$ cat config.mk
export PLATFORM = sky130hd
export DESIGN_NAME = mult_div_unit
export DESIGN_NICKNAME = d
export VERILOG_FILES = /design/src/rtl/mult_div_unit_pkg.sv /design/src/rtl/mult_div_unit_cneg.sv /design/src/rtl/mult_div_unit.sv
export SDC_FILE = /design/constraint.sdc
export NUM_CORES = 1
export LEC_CHECK = 0
export BUFFER_PORTS_ARGS = -buffer_cell sky130_fd_sc_hd__clkbuf_2
export CAP_MARGIN = 20
export CORE_ASPECT_RATIO = 0.8
export CORE_MARGIN = 10
export CORE_UTILIZATION = 59
export DETAILED_ROUTE_END_ITERATION = 8
export PLACE_DENSITY = 0.9
export SYNTH_ARGS = -nofsm -noshare
export SYNTH_HDL_FRONTEND = slang
export SYNTH_SLANG_ARGS = --single-unit
$ cat constraint.sdc
create_clock -name clock -period 4.75 [get_ports clock]
set_input_delay 0.7125 -clock clock [delete_from_list [all_inputs] [get_ports clock]]
set_output_delay 0.7125 -clock clock [all_outputs]
set_load 0.01 [all_outputs]
$ cat src/rtl/mult_div_unit_pkg.sv
// Shared encodings for the iterative multiply/divide unit: op codes,
// FSM states and small op-decode helpers used by the datapath.
package mult_div_unit_pkg;

   typedef enum logic [1:0] {
      MDU_MULT  = 2'b00,
      MDU_MULTU = 2'b01,
      MDU_DIV   = 2'b10,
      MDU_DIVU  = 2'b11
   } mdu_op_e;

   typedef enum logic [1:0] {
      ST_IDLE = 2'b00,
      ST_RUN  = 2'b01,
      ST_FIX  = 2'b10
   } mdu_state_e;

   // op[1] selects divide, op[0] selects the unsigned variant
   function automatic logic op_is_div(input logic [1:0] op_code);
      return op_code[1];
   endfunction

   function automatic logic op_is_signed(input logic [1:0] op_code);
      return ~op_code[0];
   endfunction

endpackage

$ cat src/rtl/mult_div_unit_cneg.sv
// Conditional two's-complement: out = neg ? -in : in.
// Used for operand magnitudes and for the sign fix-up of results.
module mdu_cneg #(
   parameter int WIDTH = 32
) (
   input  logic             neg,
   input  logic [WIDTH-1:0] in,
   output logic [WIDTH-1:0] out
);

   assign out = neg ? -in : in;

endmodule

$ cat src/rtl/mult_div_unit.sv
// Iterative multiply/divide unit with private HI/LO registers.
// MULT/MULTU use shift-add, DIV/DIVU use restoring division on operand
// magnitudes; the sign is restored in a final FIX cycle.
module mult_div_unit
   import mult_div_unit_pkg::*;
#(
   parameter int WIDTH     = 32,
   parameter bit FAST_ZERO = 1'b1
) (
   input  logic             clock,
   input  logic             reset,
   input  logic             start,
   input  logic [1:0]       op,
   input  logic [WIDTH-1:0] a,
   input  logic [WIDTH-1:0] b,
   input  logic             wr_hi,
   input  logic             wr_lo,
   input  logic [WIDTH-1:0] wr_data,
   output logic             busy,
   output logic             done,
   output logic             div_zero,
   output logic [WIDTH-1:0] hi,
   output logic [WIDTH-1:0] lo
);

   localparam int CNT_W = $clog2(WIDTH) + 1;

   mdu_state_e         state, state_nxt;
   logic [CNT_W-1:0]   count;
   logic [2*WIDTH-1:0] acc;       // {upper, lower}: product, or {remainder, quotient}
   logic [WIDTH-1:0]   opb;       // captured |b|
   logic               op_div;
   logic               neg_res;   // negate product / quotient
   logic               neg_rem;   // negate remainder (dividend sign)

   // Operand decode at the start edge
   logic             sgn_op, a_neg, b_neg;
   logic [WIDTH-1:0] a_abs, b_abs;
   logic             accept, dz, fz;

   assign sgn_op = op_is_signed(op);
   assign a_neg  = sgn_op & a[WIDTH-1];
   assign b_neg  = sgn_op & b[WIDTH-1];
   assign accept = (state == ST_IDLE) & start;
   assign dz     = accept & op_is_div(op) & (b == '0);
   assign fz     = FAST_ZERO & accept & ~dz & ((a == '0) | (b == '0));

   mdu_cneg #(.WIDTH(WIDTH)) u_abs_a (.neg(a_neg), .in(a), .out(a_abs));
   mdu_cneg #(.WIDTH(WIDTH)) u_abs_b (.neg(b_neg), .in(b), .out(b_abs));

   // One iteration step for either operation
   logic [WIDTH-1:0]   mul_addend;
   logic [WIDTH:0]     mul_sum;
   logic [WIDTH:0]     div_trial;
   logic               div_ok;
   logic [2*WIDTH-1:0] acc_step;

   assign mul_addend = acc[0] ? opb : '0;
   assign mul_sum    = {1'b0, acc[2*WIDTH-1:WIDTH]} + {1'b0, mul_addend};
   assign div_trial  = acc[2*WIDTH-1:WIDTH-1] - {1'b0, opb};
   assign div_ok     = ~div_trial[WIDTH];
   assign acc_step   = op_div
                     ? (div_ok ? {div_trial[WIDTH-1:0], acc[WIDTH-2:0], 1'b1}
                               : {acc[2*WIDTH-2:0], 1'b0})
                     : {mul_sum, acc[WIDTH-1:1]};

   // Sign fix-up of the final result
   logic [2*WIDTH-1:0] prod_fix;
   logic [WIDTH-1:0]   quot_fix, rem_fix;

   mdu_cneg #(.WIDTH(2*WIDTH)) u_fix_prod (.neg(neg_res), .in(acc), .out(prod_fix));
   mdu_cneg #(.WIDTH(WIDTH)) u_fix_quot (.neg(neg_res), .in(acc[WIDTH-1:0]), .out(quot_fix));
   mdu_cneg #(.WIDTH(WIDTH)) u_fix_rem (.neg(neg_rem), .in(acc[2*WIDTH-1:WIDTH]), .out(rem_fix));

   assign busy = (state != ST_IDLE);

   // FSM state register
   // NOTE: sequential state uses non-blocking (<=) so every register samples pre-edge values.
   always_ff @(posedge clock or negedge reset) begin
      if (!reset) state <= ST_IDLE;
      else        state <= state_nxt;
   end

   // FSM next-state: divide-by-zero stays in IDLE, zero operands may skip RUN
   // NOTE: default assigned first so no path leaves state_nxt unassigned (no latch).
   always_comb begin
      state_nxt = state;
      unique case (state)
         ST_IDLE: if (accept && !dz) state_nxt = fz ? ST_FIX : ST_RUN;
         ST_RUN:  if (count == CNT_W'(1)) state_nxt = ST_FIX;
         ST_FIX:  state_nxt = ST_IDLE;
         default: state_nxt = ST_IDLE;
      endcase
   end

   // Datapath: operand capture, iteration, result write and HI/LO moves
   always_ff @(posedge clock or negedge reset) begin
      if (!reset) begin
         count    <= '0;
         acc      <= '0;
         opb      <= '0;
         op_div   <= 1'b0;
         neg_res  <= 1'b0;
         neg_rem  <= 1'b0;
         hi       <= '0;
         lo       <= '0;
         done     <= 1'b0;
         div_zero <= 1'b0;
      end else begin
         done     <= 1'b0;
         div_zero <= 1'b0;
         unique case (state)
            ST_IDLE: begin
               if (wr_hi) hi <= wr_data;
               if (wr_lo) lo <= wr_data;
               if (start) begin
                  if (dz) begin
                     done     <= 1'b1;
                     div_zero <= 1'b1;
                  end else begin
                     op_div  <= op_is_div(op);
                     neg_res <= a_neg ^ b_neg;
                     neg_rem <= a_neg;
                     opb     <= b_abs;
                     count   <= CNT_W'(WIDTH);
                     acc     <= fz ? '0 : {{WIDTH{1'b0}}, a_abs};
                  end
               end
            end
            ST_RUN: begin
               acc   <= acc_step;
               count <= count - CNT_W'(1);
            end
            ST_FIX: begin
               if (op_div) begin
                  hi <= rem_fix;
                  lo <= quot_fix;
               end else begin
                  {hi, lo} <= prod_fix;
               end
               done <= 1'b1;
            end
            default: ;
         endcase
      end
   end

endmodule

==> results of run 1 <==
[worst max-delay path by stage]
| stage | end | slack, ns |
|---|---|---|
| 2_1_floorplan | acc[37] | 1.42 |
| 3_3_place_gp | acc[41] | 0.98 |
| 3_5_place_dp | acc[41] | 0.90 |
| 4_1_cts | acc[62] | 1.10 |
| 5_1_grt | acc[62] | 0.62 |
| 6_report | acc[62] | 0.89 |
[power by group through the flow]
| stage | Combinational (mW) | Clock (mW) | Sequential, mW |
|---|---|---|---|
| 2_1_floorplan | 5.55 | 0 | 2.79 |
| 3_3_place_gp | 7.37 | 0 | 3.00 |
| 3_5_place_dp | 7.57 | 0 | 3.05 |
| 4_1_cts | 7.64 | 1.48 | 3.04 |
| 5_1_grt | 8.57 | 1.54 | 3.15 |
| 6_report | 7.85 | 1.49 | 3.08 |
[cell type report]
class,count,area (um2)
Inverter,58,217.7
Clock buffer,18,439.2
Fill cell,2018,8083
Multi-Input combinational cell,1501,9574
Clock inverter,14,171.4
Sequential cell,173,4330
Tap cell,318,397.9
Timing Repair Buffer,190,1035
[routing by layer]
layer  global-route usage  up-vias  routed length (um)
met4              0.08593        0                1138
li1                     -     6827                   -
met3              0.08726      119                6006
met1               0.4154     7134               20440
met5                    0        -                   0
met2               0.4489      925               21090
[placed cells by master, fill, tap and decap left out, drive strengths merged, types with 5 or more instances in the layout]
master	count
dfrtp	173
mux2i	43
or2	11
o221ai	11
a21oi	146
o21bai	6
a21o	39
o41ai	16
nand2	215
and3	20
a31oi	19
o21a	12
or3	29
a21boi	8
o211ai	10
clkbuf	186
nor2b	9
a22oi	21
or4	16
nor4	15
nand3	24
a211oi	17
o22a	31
o31ai	46
inv	65
nand4	10
a221o	10
xnor2	89
ha	70
buf	22
xor2	76
o21ai	174
o22ai	5
and2	10
nand2b	23
nor3	33
nor2	194
[per-stage QoR]
stage | setup WS (ns) | hold WS, ns | utilization
2_1_floorplan | 1.423 | 0.4169 | -
3_3_place_gp | 0.9850 | 0.4587 | 0.6415
3_5_place_dp | 0.8960 | 0.4666 | 0.6415
4_1_cts | 1.095 | 0.4429 | 0.6667
5_1_grt | 0.6212 | 0.4718 | 0.6667
6_report | 0.8872 | 0.3838 | 0.6667
[flip-flops by register name, indices dropped and copies added, names as in the netlist]
signal and flops:
done 1, div_zero 1, op_div 1, hi 32, state 2, neg_rem 1
neg_res 1, lo 32, count 6, acc 64, opb 32
[kinds of logic (layout without fill, tap and decap cells)]
family                     after synthesis  count (layout)
buffers and inverters                  161             280
xor gates and xnor gates               165             165
DFF                                    173             173
AOI/OAI and AO/OA                      595             595
muxes                                   43              43
adders and majority gates               72              72
and+or+nand+nor                        626             626
==> run metrics, run 1 <==
reg2reg start acc[0]; largest net degree at the start of global routing 103; skew final ~0.015 ns; Clk pin slew, worst setup/hold paths about 0.080 ns; Die W 195.2 um; worst path buffer plus inverter count 1; Antenna Cells 0; mux cell area share after synthesis 0.02971; layout cell share with drive strength beyond 1 0.1315; Seq/Total Area, Yosys 0.2989; worst slew pin tran 1.105 ns; global route overflow 0; CP max FO 17; Synth Area per Inst a little under 8 um2; Yosys warnings 0; Lkg Pwr 7.402 nW; starting density of the core 0.5974; CTS Buf Count 17; H-tree depth 4; fmax 258.9 MHz; largest family of logic cells by synthesized area compound AO/OA/AOI/OAI gates; post-layout minimum cycle time 3.863 ns; Post-Syn Area between 0.01 and 0.015 mm2; PwrDens between 700 and 800 mW/mm2; max-slew violations 0; Finished Cell Area 0.01617 mm2; slowest stage delay, CP roughly 0.54 ns; Compound-Gate Fraction of Synth Area 0.2616; Hold WC Path Type in2async; Worst R2R Setup Slack 0.89 ns; DRT Wirelength just under 50000 um; critical path startpoint category register; critical path cell sequence inv_1 -> nor2_1 -> ha_1 -> a2111oi_0 -> o21ai_0 -> nand2_1 -> o21a_1 -> a31oi_1 -> a211oi_1 -> o21ai_0 -> xor2_1 -> a221o_1; Sw Ratio 0.5197; outcome complete, no violations; crit path launch acc[0]; top_reg_cell synth dfrtp_1; Routed wire per std cell 21.42 um; FP Rows 51; CTS tree done; Post-synth ARST share 1.000; iteration count of the initial detailed-routing pass 6; drc violations 0; fin nets roughly 2100; Rel. slew slack 0.2613; post-synth top area share 0.2989; CP max-delay cell a2111oi_0; cts repair resizes 0; Yosys reg bits 173; CTS root buf clkbuf_16; maximum vdd drop 0.4529 mV; Worst Path Required between 5 and 6 ns; Gate power share 0.632; ranking of synthesized cells by area dfrtp_1 30%, ha_1 6.0%, nand2_1 5.5%; Post-Synthesis Cells between 1500 and 2000; Worst path top cell family by delay compound AO/OA/AOI/OAI gates; Hold Buf Count CTS 0; CTS Buffer Depth 2; Fin. Hold Viols 0; kind of critical path reg2reg; Crit Reg-Reg Endpoint acc[62]; postcts setup bufs 0; RSZ-0062 raised after global routing false; list of most frequent post-synthesis cells 214 x nand2_1, 194 x nor2_1, 173 x dfrtp_1; Total Power approximately 12 mW; Stages on worst setup path 12; area leader, netlist dfrtp_1; Clk network pwr share 0.120; Die Ht around 160 um; Port Buffers 169; Worst Reg-to-Reg Cells 12; Top cell by count, worst path o21ai_0; Sw Pwr 6.451 mW; global placer's final weighted congestion 1.027; setup TNS 0 ns; Placed Cells 2240; clk_lat worst skew roughly 0.44 ns; Synth Area in Simple Gates 0.2035; die footprint approximately 0.031 mm2; endpoint class of the critical path register; initial antenna violation count 0; Area after DPL around 0.016 mm2; Synth cell types 73; Routed Antenna Nets 0; vias in the first global route approximately 14000; number of flops mapped to enable cells by yosys 0; HPWL after DPL approximately 37000 um; core region area 0.02425 mm2; most frequent cell after synthesis nand2_1; Synth-to-Final Area Change 11.60%; number of I/O pins 170; WP data arrival 4.18 ns; first-pass GRT wire length around 78000 um; Syn Nets roughly 2000; GRT Resource Usage Total 0.3017; DRT iter0 DRCs between 2000 and 2500; MaxCap Viol Count 0; Int Power about 6 mW; final setup vio count 0; Post-Layout Cell Count 2272; Post-Synth XOR/XNOR Area 0.09977; register share of total power 0.248; final worst-path cycle share 0.8132; Adder-Cell Fraction of Synth Area 0.06323; routed vias 15010; TritonCTS sink count around 170; via/cell ratio around 6.6
Note: power is estimated with default switching activity, not from simulation.
==> run 2, diff against run 1 <==
CORE_UTILIZATION = 55   (was 59)
PLACE_DENSITY = 0.88   (was 0.9)
clock period = 3.5 ns   (was 4.75 ns; I/O delays follow)
==> run metrics, run 2 (synthesis gave the netlist of run 1 again) <==
outcome complete, no violations; starting density of the core 0.5544; Lkg Pwr 7.772 nW; drc violations 0; WP data arrival approximately 3.7 ns; GRT Resource Usage Total 0.2960; final setup vio count 0; CTS Buf Count 17; skew final 0.01622 ns; layout cell share with drive strength beyond 1 0.1643; Die W 201.4 um; number of I/O pins 170; endpoint class of the critical path register; TritonCTS sink count 173; PwrDens around 1100 mW/mm2; post-layout minimum cycle time approximately 3.5 ns; Worst Path Required ~3.8 ns; crit path launch acc[0]; Total Power 17.77 mW; CTS root buf clkbuf_16; reg2reg start acc[0]; global placer's final weighted congestion between 1 and 1.5; Worst path top cell family by delay compound AO/OA/AOI/OAI gates; fin nets approximately 2200; first-pass GRT wire length around 80000 um; CP max-delay cell dfrtp_2; Port Buffers around 170; iteration count of the initial detailed-routing pass 8; Fin. Hold Viols 0; Util after Layout 0.6442; worst path buffer plus inverter count 1; Largest register FFs 64; Largest Register acc; largest net degree at the start of global routing just under 90; Hold WC Path Type in2async; Die Ht approximately 170 um; DRT Wirelength between 50000 and 60000 um; FP Rows 53; HPWL after DPL ~38000 um; die footprint between 0.03 and 0.04 mm2; via/cell ratio approximately 6.5; clk_lat worst skew ~0.45 ns; kind of critical path reg2reg; Routed wire per std cell around 21 um; final worst-path cycle share 0.9883; core region area roughly 0.026 mm2; max-slew violations 0; commonest non-fill, non-tap cell in the layout nand2_1; maximum vdd drop approximately 0.51 mV; Clk pin slew, worst setup/hold paths 0.08 ns; Hold Slack 0.01544 ns; Routed Antenna Nets 0; DRT iter0 DRCs ~2000; critical path startpoint category register; global route overflow 0; routed vias between 15000 and 20000; slowest stage delay, CP between 0.4 and 0.5 ns; fmax ~290 MHz; CTS Buffer Depth 2; worst slew pin tran around 0.95 ns; CP max FO 5; H-tree depth 4; vias in the first global route around 15000; Rel. slew slack 0.3640; Synth-to-Final Area Change 16.20%; MaxCap Viol Count 0; most frequent cells in the layout 214 x nand2_1, 193 x nor2_1, 171 x dfrtp_1; critical path cell sequence clkinvlp_4 -> nor2_1 -> ha_1 -> a21o_1 -> or3_1 -> a2bb2oi_2 -> a31o_2 -> a31oi_2 -> o21bai_2 -> a21boi_1 -> xor2_1 -> o221ai_1; CTS tree done; setup TNS 0 ns; Hold Buf Count CTS 0; initial antenna violation count 1
[run 2: cell types whose count changed in the layout (fill, tap and decap cells not counted), sizes merged, moves of 2 or more]
cell and delta:
buf +68, bufinv +2, clkinv -2, clkinvlp +2, inv -2
[run 2: what timing repair did]
action	in CTS	in global routing
resized for setup	1	8
cloned	0	1
setup buffers	0	2
endpoints found under the setup margin	2	20
pin swaps	0	2
[run 2: metrics by stage]
| stage | std cells | worst slack (ns) | area (um2) |
|---|---|---|---|
| final | 2379 | 0.04089 | 16830 |
| after global routing | 2378 | -0.02170 | 16830 |
| after CTS | 2375 | 0.02983 | 16770 |
| after detailed placement | 2345 | 0.04625 | 16160 |
| after global placement | 2345 | 0.1604 | 16160 |
| after floorplan | 1835 | 0.1731 | 14490 |
[run 2: power by group]
part | switching, mW | internal, mW
clock | 0.949 | 1.14
combinational | 7.06 | 4.64
sequential | 1.05 | 2.94
[run 2: final timing paths]
kind,endpoint,slack [ns],cells past startpoint
max in group asynchronous,hi[26],2.50,2
min in group clock,hi[28],0.35,3
worst max register to register,acc[59],0.04,12
worst min-delay path,acc[43],0.02,1
worst min register to register,lo[6],0.48,1
worst max-delay path,acc[59],0.04,12
[run 2: final cells by class]
cell class / count / area [um2]
antenna: 1 / 2.502
clock buffer: 17 / 425.4
clock inverter: 13 / 178.9
fill: 2164 / 9296
inverter: 58 / 221.5
multi-input combinational: 1501 / 9612
sequential: 173 / 4332
tap: 357 / 446.7
timing repair buffer: 258 / 1608
timing repair inverter: 1 / 5.005
[run 2: metal layers]
| metal | track usage | part of all wire | up-vias |
|---|---|---|---|
| met5 | 0.008902 | 0.00075 | - |
| met4 | 0.09274 | 0.029 | 2 |
| met3 | 0.09027 | 0.13 | 124 |
| met2 | 0.4427 | 0.43 | 989 |
| met1 | 0.4019 | 0.42 | 7323 |
| li1 | - | - | 6977 |
[run 2: worst reg2reg max path, stage by stage, from the launching register on]
cell and delay [ns]:
dfrtp_2 0.45, clkinvlp_4 0.19, nor2_1 0.18, ha_1 0.27
a21o_1 0.19, or3_1 0.35, a2bb2oi_2 0.17, a31o_2 0.29
a31oi_2 0.38, o21bai_2 0.18, a21boi_1 0.22, xor2_1 0.22
o221ai_1 0.19
